### src/rtl/srl_seq_shifter_if.sv
// Start/done handshake bundle for the multi-cycle right shifter.
// The master issues requests and reads results; the slave is the shifter.
interface srl_seq_shifter_if #(
  parameter int unsigned WIDTH = 16,
  parameter int unsigned SHW   = 5
);
  logic             start;
  logic             arith;
  logic [WIDTH-1:0] A;
  logic [SHW-1:0]   shamt;
  logic             busy;
  logic             done;
  logic [WIDTH-1:0] dalja;
  logic             shout;

  modport master (
    output start, arith, A, shamt,
    input  busy, done, dalja, shout
  );

  modport slave (
    input  start, arith, A, shamt,
    output busy, done, dalja, shout
  );
endinterface

### src/rtl/srl_seq_shifter.sv
// Multi-cycle logical/arithmetic right shifter, one bit position per clock.
// Result and last shifted-out bit are held until the next accepted start.
module srl_seq_shifter #(
  parameter int unsigned WIDTH = 16,
  parameter int unsigned SHW   = 5
) (
  input logic            clk,
  input logic            rst_n,
  srl_seq_shifter_if.slave bus
);

  localparam int unsigned CW = $clog2(WIDTH + 1);

  typedef enum logic [1:0] {StIdle, StShift, StDone} state_e;

  state_e           r_state;
  state_e           w_state_d;
  logic [WIDTH-1:0] r_work;
  logic             r_fill;
  logic [CW-1:0]    r_count;
  logic             r_shout;
  logic [31:0]      w_shamt_ext;
  logic [CW-1:0]    w_n;

  // Clamp the shift amount so latency never exceeds WIDTH + 1 cycles.
  always_comb begin
    w_shamt_ext = {{(32 - SHW){1'b0}}, bus.shamt};
    w_n         = (w_shamt_ext >= WIDTH) ? CW'(WIDTH) : CW'(w_shamt_ext);
  end

  always_ff @(posedge clk or negedge rst_n) begin
    if (!rst_n) begin
      r_state <= StIdle;
    end else begin
      r_state <= w_state_d;
    end
  end

  always_comb begin
    w_state_d = r_state;
    unique case (r_state)
      StIdle: begin
        if (bus.start) begin
          w_state_d = (w_n == '0) ? StDone : StShift;
        end
      end
      StShift: begin
        if (r_count == CW'(1)) begin
          w_state_d = StDone;
        end
      end
      StDone:  w_state_d = StIdle;
      default: w_state_d = StIdle;
    endcase
  end

  always_ff @(posedge clk or negedge rst_n) begin
    if (!rst_n) begin
      r_work  <= '0;
      r_fill  <= 1'b0;
      r_count <= '0;
      r_shout <= 1'b0;
    end else begin
      if (r_state == StIdle && bus.start) begin
        r_work  <= bus.A;
        r_fill  <= bus.arith & bus.A[WIDTH-1];
        r_count <= w_n;
        r_shout <= 1'b0;
      end else if (r_state == StShift) begin
        r_shout <= r_work[0];
        r_work  <= {r_fill, r_work[WIDTH-1:1]};
        r_count <= r_count - CW'(1);
      end
    end
  end

  // dalja tracks the working register, so intermediate values show during shifting.
  always_comb begin
    bus.busy  = (r_state == StShift);
    bus.done  = (r_state == StDone);
    bus.dalja = r_work;
    bus.shout = r_shout;
  end

endmodule

### src/flat_wrapper.sv
// flat-port wrapper written by rule: the top's interface ports become plain ports
module srl_seq_shifter_flat 
#(
  parameter int unsigned WIDTH = 16,
  parameter int unsigned SHW   = 5
)
  (clk, rst_n, bus_start, bus_arith, bus_A, bus_shamt, bus_busy, bus_done, bus_dalja, bus_shout);
  srl_seq_shifter_if #(.WIDTH(WIDTH), .SHW(SHW)) bus_i ();
  input logic clk;
  input logic rst_n;
  input wire logic [$bits(bus_i.start)-1:0] bus_start;
  input wire logic [$bits(bus_i.arith)-1:0] bus_arith;
  input wire logic [$bits(bus_i.A)-1:0] bus_A;
  input wire logic [$bits(bus_i.shamt)-1:0] bus_shamt;
  output wire logic [$bits(bus_i.busy)-1:0] bus_busy;
  output wire logic [$bits(bus_i.done)-1:0] bus_done;
  output wire logic [$bits(bus_i.dalja)-1:0] bus_dalja;
  output wire logic [$bits(bus_i.shout)-1:0] bus_shout;
  assign bus_i.start = bus_start;
  assign bus_i.arith = bus_arith;
  assign bus_i.A = bus_A;
  assign bus_i.shamt = bus_shamt;
  assign bus_busy = bus_i.busy;
  assign bus_done = bus_i.done;
  assign bus_dalja = bus_i.dalja;
  assign bus_shout = bus_i.shout;
  srl_seq_shifter #(.WIDTH(WIDTH), .SHW(SHW)) u_core (.clk(clk), .rst_n(rst_n), .bus(bus_i));
endmodule
### config.mk
export PLATFORM = sky130hd
export DESIGN_NAME = srl_seq_shifter_flat
export DESIGN_NICKNAME = d
export VERILOG_FILES = /design/src/rtl/srl_seq_shifter_if.sv /design/src/rtl/srl_seq_shifter.sv /design/src/flat_wrapper.sv
export SDC_FILE = /design/constraint.sdc
export NUM_CORES = 1
export LEC_CHECK = 0
export ABC_AREA = 1
export CELL_PAD_IN_SITES_DETAIL_PLACEMENT = 1
export CELL_PAD_IN_SITES_GLOBAL_PLACEMENT = 1
export CORE_MARGIN = 8
export CORE_UTILIZATION = 30
export DETAILED_ROUTE_END_ITERATION = 10
export GPL_TIMING_DRIVEN = 0
export PLACE_DENSITY_LB_ADDON = 0.15
export SYNTH_ARGS = -nofsm -noshare
export SYNTH_HDL_FRONTEND = slang
export SYNTH_SLANG_ARGS = --single-unit
### constraint.sdc
create_clock -name clk -period 1.5 [get_ports clk]
set_input_delay 0.3 -clock clk [delete_from_list [all_inputs] [get_ports clk]]
set_output_delay 0.3 -clock clk [all_outputs]
set_load 0.005 [all_outputs]
Yosys cells after proc, flatten, opt, wreduce, memory -nomap -nowiden

Index checks and enable logic that the tools add are counted.

Flip-flop bits (word level): 25
Logic and storage cells: 29

Add/sub/neg operators: 1
Order comparisons: 1
Equality and inequality tests: 5
Muxes and demuxes: 11
Bitwise logic cells: 1
Reductions and logical operators: 5

Operators with widths:

| kind                                                               | number |
|---|---|
| 16-bit 2-to-1 mux                                                  | 2 |
| 5-bit 2-to-1 mux                                                   | 3 |
| 2-bit 2-to-1 mux                                                   | 3 |
| 5-bit by 1-bit == test with 1-bit output, second input constant    | 1 |
| 5-bit >= comparator, second input constant                         | 1 |
| 5-bit zero test                                                    | 1 |
| 5-bit by 1-bit subtractor with 5-bit output, second input constant | 1 |
| 2-bit case mux with 2 select lines                                 | 1 |
| 2-bit by 1-bit == test with 1-bit output, second input constant    | 1 |
| 2-bit == test, second input constant                               | 1 |
| 2-bit zero test                                                    | 1 |
| 1-bit 2-to-1 mux                                                   | 2 |
| 2-bit by 1-bit != test with 1-bit output, second input constant    | 1 |
| 2-bit != test, second input constant                               | 1 |
| 2-bit AND reduction                                                | 1 |
| 2-bit nonzero test                                                 | 1 |
| 1-bit bitwise AND                                                  | 1 |
| 1-bit logical AND                                                  | 1 |

Depth between registers and ports, before layout

Gate-level depths: netlist of run 1.

Word-level depth: 6
Mapped depth: 8

Worst setup path after synthesis of run 1

No wires, ideal clock.

Kind: register to register
Start point: reg u_core.r_state[0]
End point: reg u_core.r_work[15], in the netlist u_core.bus.dalja[15]
Setup time: 0.116 ns
Arrival time: 1.011 ns
Data required time: 1.384 ns
Setup slack: 0.373 ns
Stages on the path, launching flop included: 7
Path buffers: 0
Clock period less this slack: 1.127 ns
Cells stage by stage: dfrtp_1 -> nor2_1 -> nand2_1 -> nand2_1 -> nand2_1 -> nand2_1 -> nand2_1

Longest elaborated chain between the ends: 3

Ends and longest elaborated chain:

| what                                                    | line                  | RTL |
|---|---|---|
| start, declared                                         | srl_seq_shifter.sv:16 | `state_e r_state;` |
| start signal, assigned                                  | srl_seq_shifter.sv:33 | `r_state <= StIdle;` |
| start signal, assigned                                  | srl_seq_shifter.sv:35 | `r_state <= w_state_d;` |
| 2-bit zero test                                         | srl_seq_shifter.sv:64 | `if (r_state == StIdle && bus.start) begin` |
| 1-bit logical AND                                       | srl_seq_shifter.sv:64 |  |
| 16-bit 2-to-1 mux or 2-bit nonzero test (tied branches) | --                    |  |
| end signal, assigned                                    | srl_seq_shifter.sv:65 | `r_work <= bus.A;` |
| end signal, assigned                                    | srl_seq_shifter.sv:71 | `r_work <= {r_fill, r_work[WIDTH-1:1]};` |
| end, declared                                           | srl_seq_shifter.sv:18 | `logic [WIDTH-1:0] r_work;` |

Parallel ways exist; a longest one is shown, timed or not.
A chain may end at the register's enable or synchronous reset.

Final worst setup path of run 1

Start point: reg u_core.r_state[1]
End point: out bus_busy

Longest elaborated chain between the ends: 1

Ends and longest elaborated chain:

| what                                     | line                  | RTL |
|---|---|---|
| 2-bit by 1-bit == test with 1-bit output | srl_seq_shifter.sv:79 | `bus.busy = (r_state == StShift);` |
| end, declared                            | flat_wrapper.sv:15    | `output wire logic [$bits(bus_i.busy)-1:0] bus_busy;` |

No other way between the ends.

==> run_results.csv, run 1 <==
group,metric,value,unit
run_status,status,"finished clean",
setup_path,cp_slowest_cell,"dfrtp_1",
floorplan,start_util,0.313,
floorplan,die-area,6540,um2
cells_and_area,finalNetCount,264,
setup_path,critical_path.top_delay_family,"buffers and inverters",
placed_design,dpl.hpwl,3090,um
cells_and_area,diodes,0,
logic_synthesis,yosys_warnings,0,
routing,drt_wl_total,4400,um
timing,drv_slew,0,
global_route,grt_use_met1,0.133,
power_and_ir_drop,p_seq_frac,0.311,
timing,fin_ws,0.0295,ns
clocking,cts_sinks,25,
timing,hold_viol,0,
clocking,clk_latency,0.27,ns
setup_path,cp.required,1.20,ns
global_route,grt_antenna_before_repair,0,
global_route,grt_overflow,0,
timing,tightest_slew,1.16,ns
global_route,top_usage_layer,"met2",
setup_path,startpoint_type,"register",
clocking,tritoncts,"done",
power_and_ir_drop,combinationalPowerShare,0.582,
setup_path,slowest_delay,0.40,ns
floorplan,core_area,4030,um2
setup_path,critPathCaptureType,"primary output",
clocking,cts_made_buffers,3,
clocking,ctsHoldBuffers,0,
timing,setup_viol,0,
timing,setup_tns,0,ns
power_and_ir_drop,p_int,2.32,mW
routing,via_count,1353,
power_and_ir_drop,ir_drop,0.000819,V
clocking,clkTransAtPathRegs,0.09,ns
clocking,cts_max_level,1,
routing,via_per_inst,4.73,
timing,period_needed,1.47,ns
setup_path,critical_path_arrival,1.17,ns
logic_synthesis,ys_seq_area_frac,0.496,
routing,route.antenna.remaining_nets,0,
routing,wl_per_cell,15.4,um
timing,skew,0.00335,ns
setup_path,crit_type,"reg -> out",
global_route,gr-usage-met2,0.234,
placed_design,dpl_cell_area,1750,um2
cells_and_area,fin_cells,286,
timing,slew_headroom,0.225,
power_and_ir_drop,p_sw,1.53,mW
logic_synthesis,postSynthAreaPerCell,7.55,um2
power_and_ir_drop,p_per_area,1940,nW/um2
global_route,groute.usage.overall,0.123,
logic_synthesis,syn_area,1260,um2
cells_and_area,drive_gt1_frac,0.169,
floorplan,die_w,80.8,um
placed_design,placed_cells,260,
timing,min_period_over_period,0.980,
setup_path,crit_chain,"inv_2 > nand2_4 > inv_4 > buf_6 > buf_2",
routing,drt_iter0_markers,45,
placed_design,io_buffers,43,
setup_path,critical_path.max_fanout,7,
routing,drc_errors,0,
floorplan,die_h,80.8,um
logic_synthesis,synthesis.nets,194,
logic_synthesis,synthCells,167,
cells_and_area,area_growth,57.7,%
timing,max_freq,680,MHz
worst_hold_path,hold_class,"in -> async",
global_route,grt_pass1_wl,6500,um
global_route,grt_max_degree,26,
clocking,root_buffer,"clkbuf_8",
global_route,grt_pass1_vias,1359,
job,cap_violations,0,
placed_design,dp_slack,-0.281,ns
logic_synthesis,ys_types,16,
cells_and_area,final_area,1990,um2
power_and_ir_drop,power_leakage,1.05,nW
setup_path,crit_buf_inv,4,
global_route,use_met3,0.0298,
power_and_ir_drop,power_frac_clock,0.106,
floorplan,placementRows,23,
power_and_ir_drop,sw_frac_of_total,0.397,
floorplan,io_pins,44,
placed_design,gp_congestion,0.724,
routing,first_pass_iters,4,
clocking,cts_buffer_depth,2,
logic_synthesis,synth-seq-cells,25,
-- logic make-up after synthesis --
family / count (synthesis) / synth area share
AO/OA/AOI/OAI: 5 / 0.0238
adder cells (fa/ha/maj): 2 / 0.0198
buffers and inverters: 15 / 0.0595
flip-flops: 25 / 0.496
AND/OR/NAND/NOR: 120 / 0.401
-- synthesized netlist by cell type --
master,instances,share of area
nand2_1,78,0.23
nand3_1,26,0.10
dfrtp_1,25,0.50
nor2_1,11,0.033
inv_1,9,0.027
buf_4,3,0.018
ha_1,2,0.020
inv_2,2,0.0060
nand2_2,2,0.0099
o211ai_1,2,0.012
o21ai_0,2,0.0079
a21oi_1,1,0.0040
buf_6,1,0.0089
nand2_4,1,0.0089
nor2_4,1,0.0089
or2_2,1,0.0050
-- path summary, 6_finish.rpt --
| check | start | end | slack [ns] | depth (start not counted) |
|---|---|---|---|---|
| max | u_core.r_state[1]$_DFFE_PN0P_ | bus_busy | 0.03 | 5 |
| max reg2reg | u_core.r_state[0]$_DFFE_PN0P_ | u_core.bus.dalja[15]$_DFFE_PN0P_ | 0.13 | 7 |
| min | rst_n | u_core.r_state[1]$_DFFE_PN0P_ | 0.38 | 1 |
| min reg2reg | u_core.bus.shout$_DFFE_PN0P_ | u_core.bus.shout$_DFFE_PN0P_ | 0.50 | 2 |
| min in group clk | u_core.bus.shout$_DFFE_PN0P_ | u_core.bus.shout$_DFFE_PN0P_ | 0.50 | 2 |
| max in group asynchronous | rst_n | u_core.r_state[0]$_DFFE_PN0P_ | 0.36 | 1 |
-- what timing repair did --
| action | in CTS | in global routing |
|---|---|---|
| gates resized for setup | 9 | 9 |
| hold endpoints to repair | 0 | 0 |
| pin swaps | 0 | 2 |
| setup buffers | 2 | 20 |
| endpoints found under the setup margin | 2 | 22 |
-- through the flow --
step	power, mW	util	hold WS (ns)
floorplan	2.18	-	0.00441
global placement	2.93	0.435	0.464
detailed placement	3.05	0.435	0.481
CTS	3.53	0.452	0.438
global route	4.18	0.494	0.476
finish	3.85	0.494	0.375
-- sequential cells by signal, indices dropped and copies added (netlist names) --
name	count
u_core.bus.shout	1
u_core.r_fill	1
u_core.r_count	5
u_core.bus.dalja	16
u_core.r_state	2
-- power by group through the flow --
| stage | Clock [mW] | Combinational (mW) | Sequential, mW |
|---|---|---|---|
| after floorplan | 0 | 0.984 | 1.20 |
| after global placement | 0 | 1.73 | 1.21 |
| after detailed placement | 0 | 1.82 | 1.23 |
| after CTS | 0.422 | 1.89 | 1.21 |
| after global routing | 0.458 | 2.48 | 1.24 |
| final | 0.410 | 2.24 | 1.20 |
-- cell type report --
type	instances	area, um2
Sequential cell	25	627
Timing Repair Buffer	65	601
Tap cell	50	62.6
Clock buffer	4	45.0
Buffer	4	37.5
Fill cell	498	2040
Inverter	11	43.8
Multi-Input combinational cell	127	573
-- layer usage --
metal,routed length (um),vias to the layer above
met1,1640,666
li1,-,662
met3,221,2
met5,0,-
met4,20,0
met2,2520,23
-- placed cells by master (no fill, tap or decap) --
cell / netlist / final
nand2_1: 78 / 77
nand3_1: 26 / 26
buf_6: 1 / 2
nand2_2: 2 / 1
buf_4: 3 / 24
o211ai_1: 2 / 2
dlygate4sd2_1: 0 / 2
ha_1: 2 / 2
nand2_4: 1 / 3
or2_2: 1 / 1
dfrtp_2: 0 / 1
dfrtp_1: 25 / 24
clkbuf_8: 0 / 3
inv_4: 0 / 1
clkdlybuf4s50_1: 0 / 35
inv_2: 2 / 2
buf_2: 0 / 1
clkbuf_1: 0 / 1
a21oi_1: 1 / 1
inv_1: 9 / 8
o21ai_0: 2 / 2
dlymetal6s2s_1: 0 / 5
nor2_1: 11 / 11
nor2_4: 1 / 1
Power figures use the tool's default switching activity.
==> run 2, diff against run 1 <==
--- a/config.mk
+++ b/config.mk
@@ -12,5 +12,6 @@
 export CORE_UTILIZATION = 30
+export CTS_CLUSTER_SIZE = 28
 export DETAILED_ROUTE_END_ITERATION = 10
 export GPL_TIMING_DRIVEN = 0
-export PLACE_DENSITY_LB_ADDON = 0.15
+export PLACE_DENSITY_LB_ADDON = 0.1
 export SYNTH_ARGS = -nofsm -noshare
--- a/constraint.sdc
+++ b/constraint.sdc
@@ -3,2 +3,2 @@
 set_output_delay 0.3 -clock clk [all_outputs]
-set_load 0.005 [all_outputs]
+set_load 0.1 [all_outputs]
==> run_results.csv, run 2 (synthesis results as in run 1) <==
group,metric,value,unit
run_status,status,"finished clean",
placed_design,io_buffers,43,
routing,via_count,1297,
floorplan,die-area,6540,um2
timing,setup_viol,0,
routing,drt_iter0_markers,23,
placed_design,dpl.hpwl,2940,um
routing,drt_wl_total,3970,um
global_route,grt_max_degree,26,
clocking,cts_buffer_depth,2,
clocking,cts_sinks,25,
cells_and_area,diodes,0,
routing,via_per_inst,4.75,
setup_path,r2r_end,"u_core.bus.dalja[8]$_DFFE_PN0P_",
setup_path,r2r_start,"u_core.r_state[1]$_DFFE_PN0P_",
timing,slew_headroom,0.239,
cells_and_area,final_cell_mix,"77 x nand2_1, 26 x nand3_1, 24 x dfrtp_1, 23 x clkdlybuf4s50_1, 17 x buf_2",
routing,wl_met2,1990,um
setup_path,ff2ff_setup_slack,0.18,ns
floorplan,core_area,4030,um2
clocking,cts_max_level,1,
cells_and_area,largest_register_ffs,16,
setup_path,critPathCaptureType,"primary output",
clocking,clk_latency,0.28,ns
routing,wl_met1,1760,um
setup_path,critical_path.max_fanout,3,
job,cap_violations,0,
cells_and_area,area_growth,45.1,%
routing,drc_errors,0,
clocking,cts_made_buffers,3,
setup_path,worstSetupStartpoint,"u_core.r_state[1]$_DFFE_PN0P_",
cells_and_area,final_area,1830,um2
floorplan,start_util,0.313,
timing,max_freq,688,MHz
floorplan,placementRows,23,
clocking,tritoncts,"done",
timing,skew,0.00910,ns
placed_design,dpl_cell_area,1760,um2
routing,first_pass_iters,4,
floorplan,io_pins,44,
timing,drv_slew,0,
global_route,grt_pass1_wl,6360,um
worst_hold_path,hold_class,"in -> async",
routing,wl_per_cell,14.5,um
timing,whs,0.350,ns
global_route,grt_overflow,0,
cells_and_area,finalNetCount,251,
setup_path,crit_type,"reg -> out",
timing,period_needed,1.45,ns
timing,tightest_slew,1.14,ns
timing,min_period_over_period,0.970,
routing,wl_met3,182,um
cells_and_area,fin_util,0.454,
placed_design,gp_congestion,0.766,
clocking,clkTransAtPathRegs,0.10,ns
setup_path,startpoint_type,"register",
setup_path,critical_path_arrival,1.15,ns
floorplan,die_w,80.8,um
cells_and_area,drive_gt1_frac,0.215,
clocking,ctsHoldBuffers,0,
floorplan,die_h,80.8,um
setup_path,cp.required,1.20,ns
routing,route.antenna.remaining_nets,0,
global_route,groute.usage.overall,0.122,
setup_path,reg2reg_depth,8,
timing,hold_viol,0,
global_route,grt_pass1_vias,1366,
global_route,grt_antenna_before_repair,0,
cells_and_area,final_common_cell,"nand2_1",
clocking,root_buffer,"clkbuf_8",
routing,top_layer_used,"met4",
==> run 2: cell count changes in the layout (fill, tap and decap cells not counted), sizes merged <==
cell and change:
clkbuf -1, clkdlybuf4s50 -12, buf +5, dlygate4sd2 -1, dlymetal6s2s -5, clkinvlp +1
==> run 2: stage by stage <==
stage / TNS (ns) / cells / setup WS, ns
floorplan: 0 / 167 / 0.179
global placement: -14.88 / 260 / -0.900
detailed placement: -15.88 / 260 / -0.913
CTS: -0.0588 / 266 / -0.0588
global route: -0.0107 / 273 / -0.00815
finish: 0 / 273 / 0.0455
==> run 2: worst max path at each step <==
stage,depth (start not counted),slack (ns),to
2_1_floorplan,4,0.18,bus_busy
3_3_place_gp,4,-0.90,bus_busy
3_5_place_dp,4,-0.91,bus_busy
4_1_cts,5,-0.06,bus_busy
5_1_grt,4,-0.008,bus_done
6_report,4,0.05,bus_done
==> run 2: layout make-up <==
class                           count  area, um2
Fill cell                         517       2200
Multi-Input combinational cell    127        583
Buffer                              3       26.3
Clock buffer                        3       41.3
Timing Repair Buffer               53        439
Sequential cell                    25        627
Inverter                           11       43.8
Tap cell                           50       62.6
Clock inverter                      1       7.51
==> run 2: critical path, stage by stage (launching register included) <==
cell and delay [ns]:
dfrtp_1 0.38, inv_2 0.07, buf_4 0.14, nor2_4 0.10
buf_12 0.18
==> run 2: per-layer routing <==
| layer | track usage | up-vias |
|---|---|---|
| met5 | 0 | - |
| met4 | 0.0304 | 0 |
| met3 | 0.0320 | 4 |
| met2 | 0.201 | 29 |
| met1 | 0.153 | 627 |
| li1 | - | 637 |
==> run 2: repair_timing <==
item	in CTS	in global routing
pin swaps	0	2
gates resized for setup	106	6
setup endpoints to repair	19	12
setup buffers	2	8
hold endpoints to repair	0	0
Power of run 2 is not shown: default switching activity piles up to over one toggle a cycle in this logic, so the estimate is an artifact.
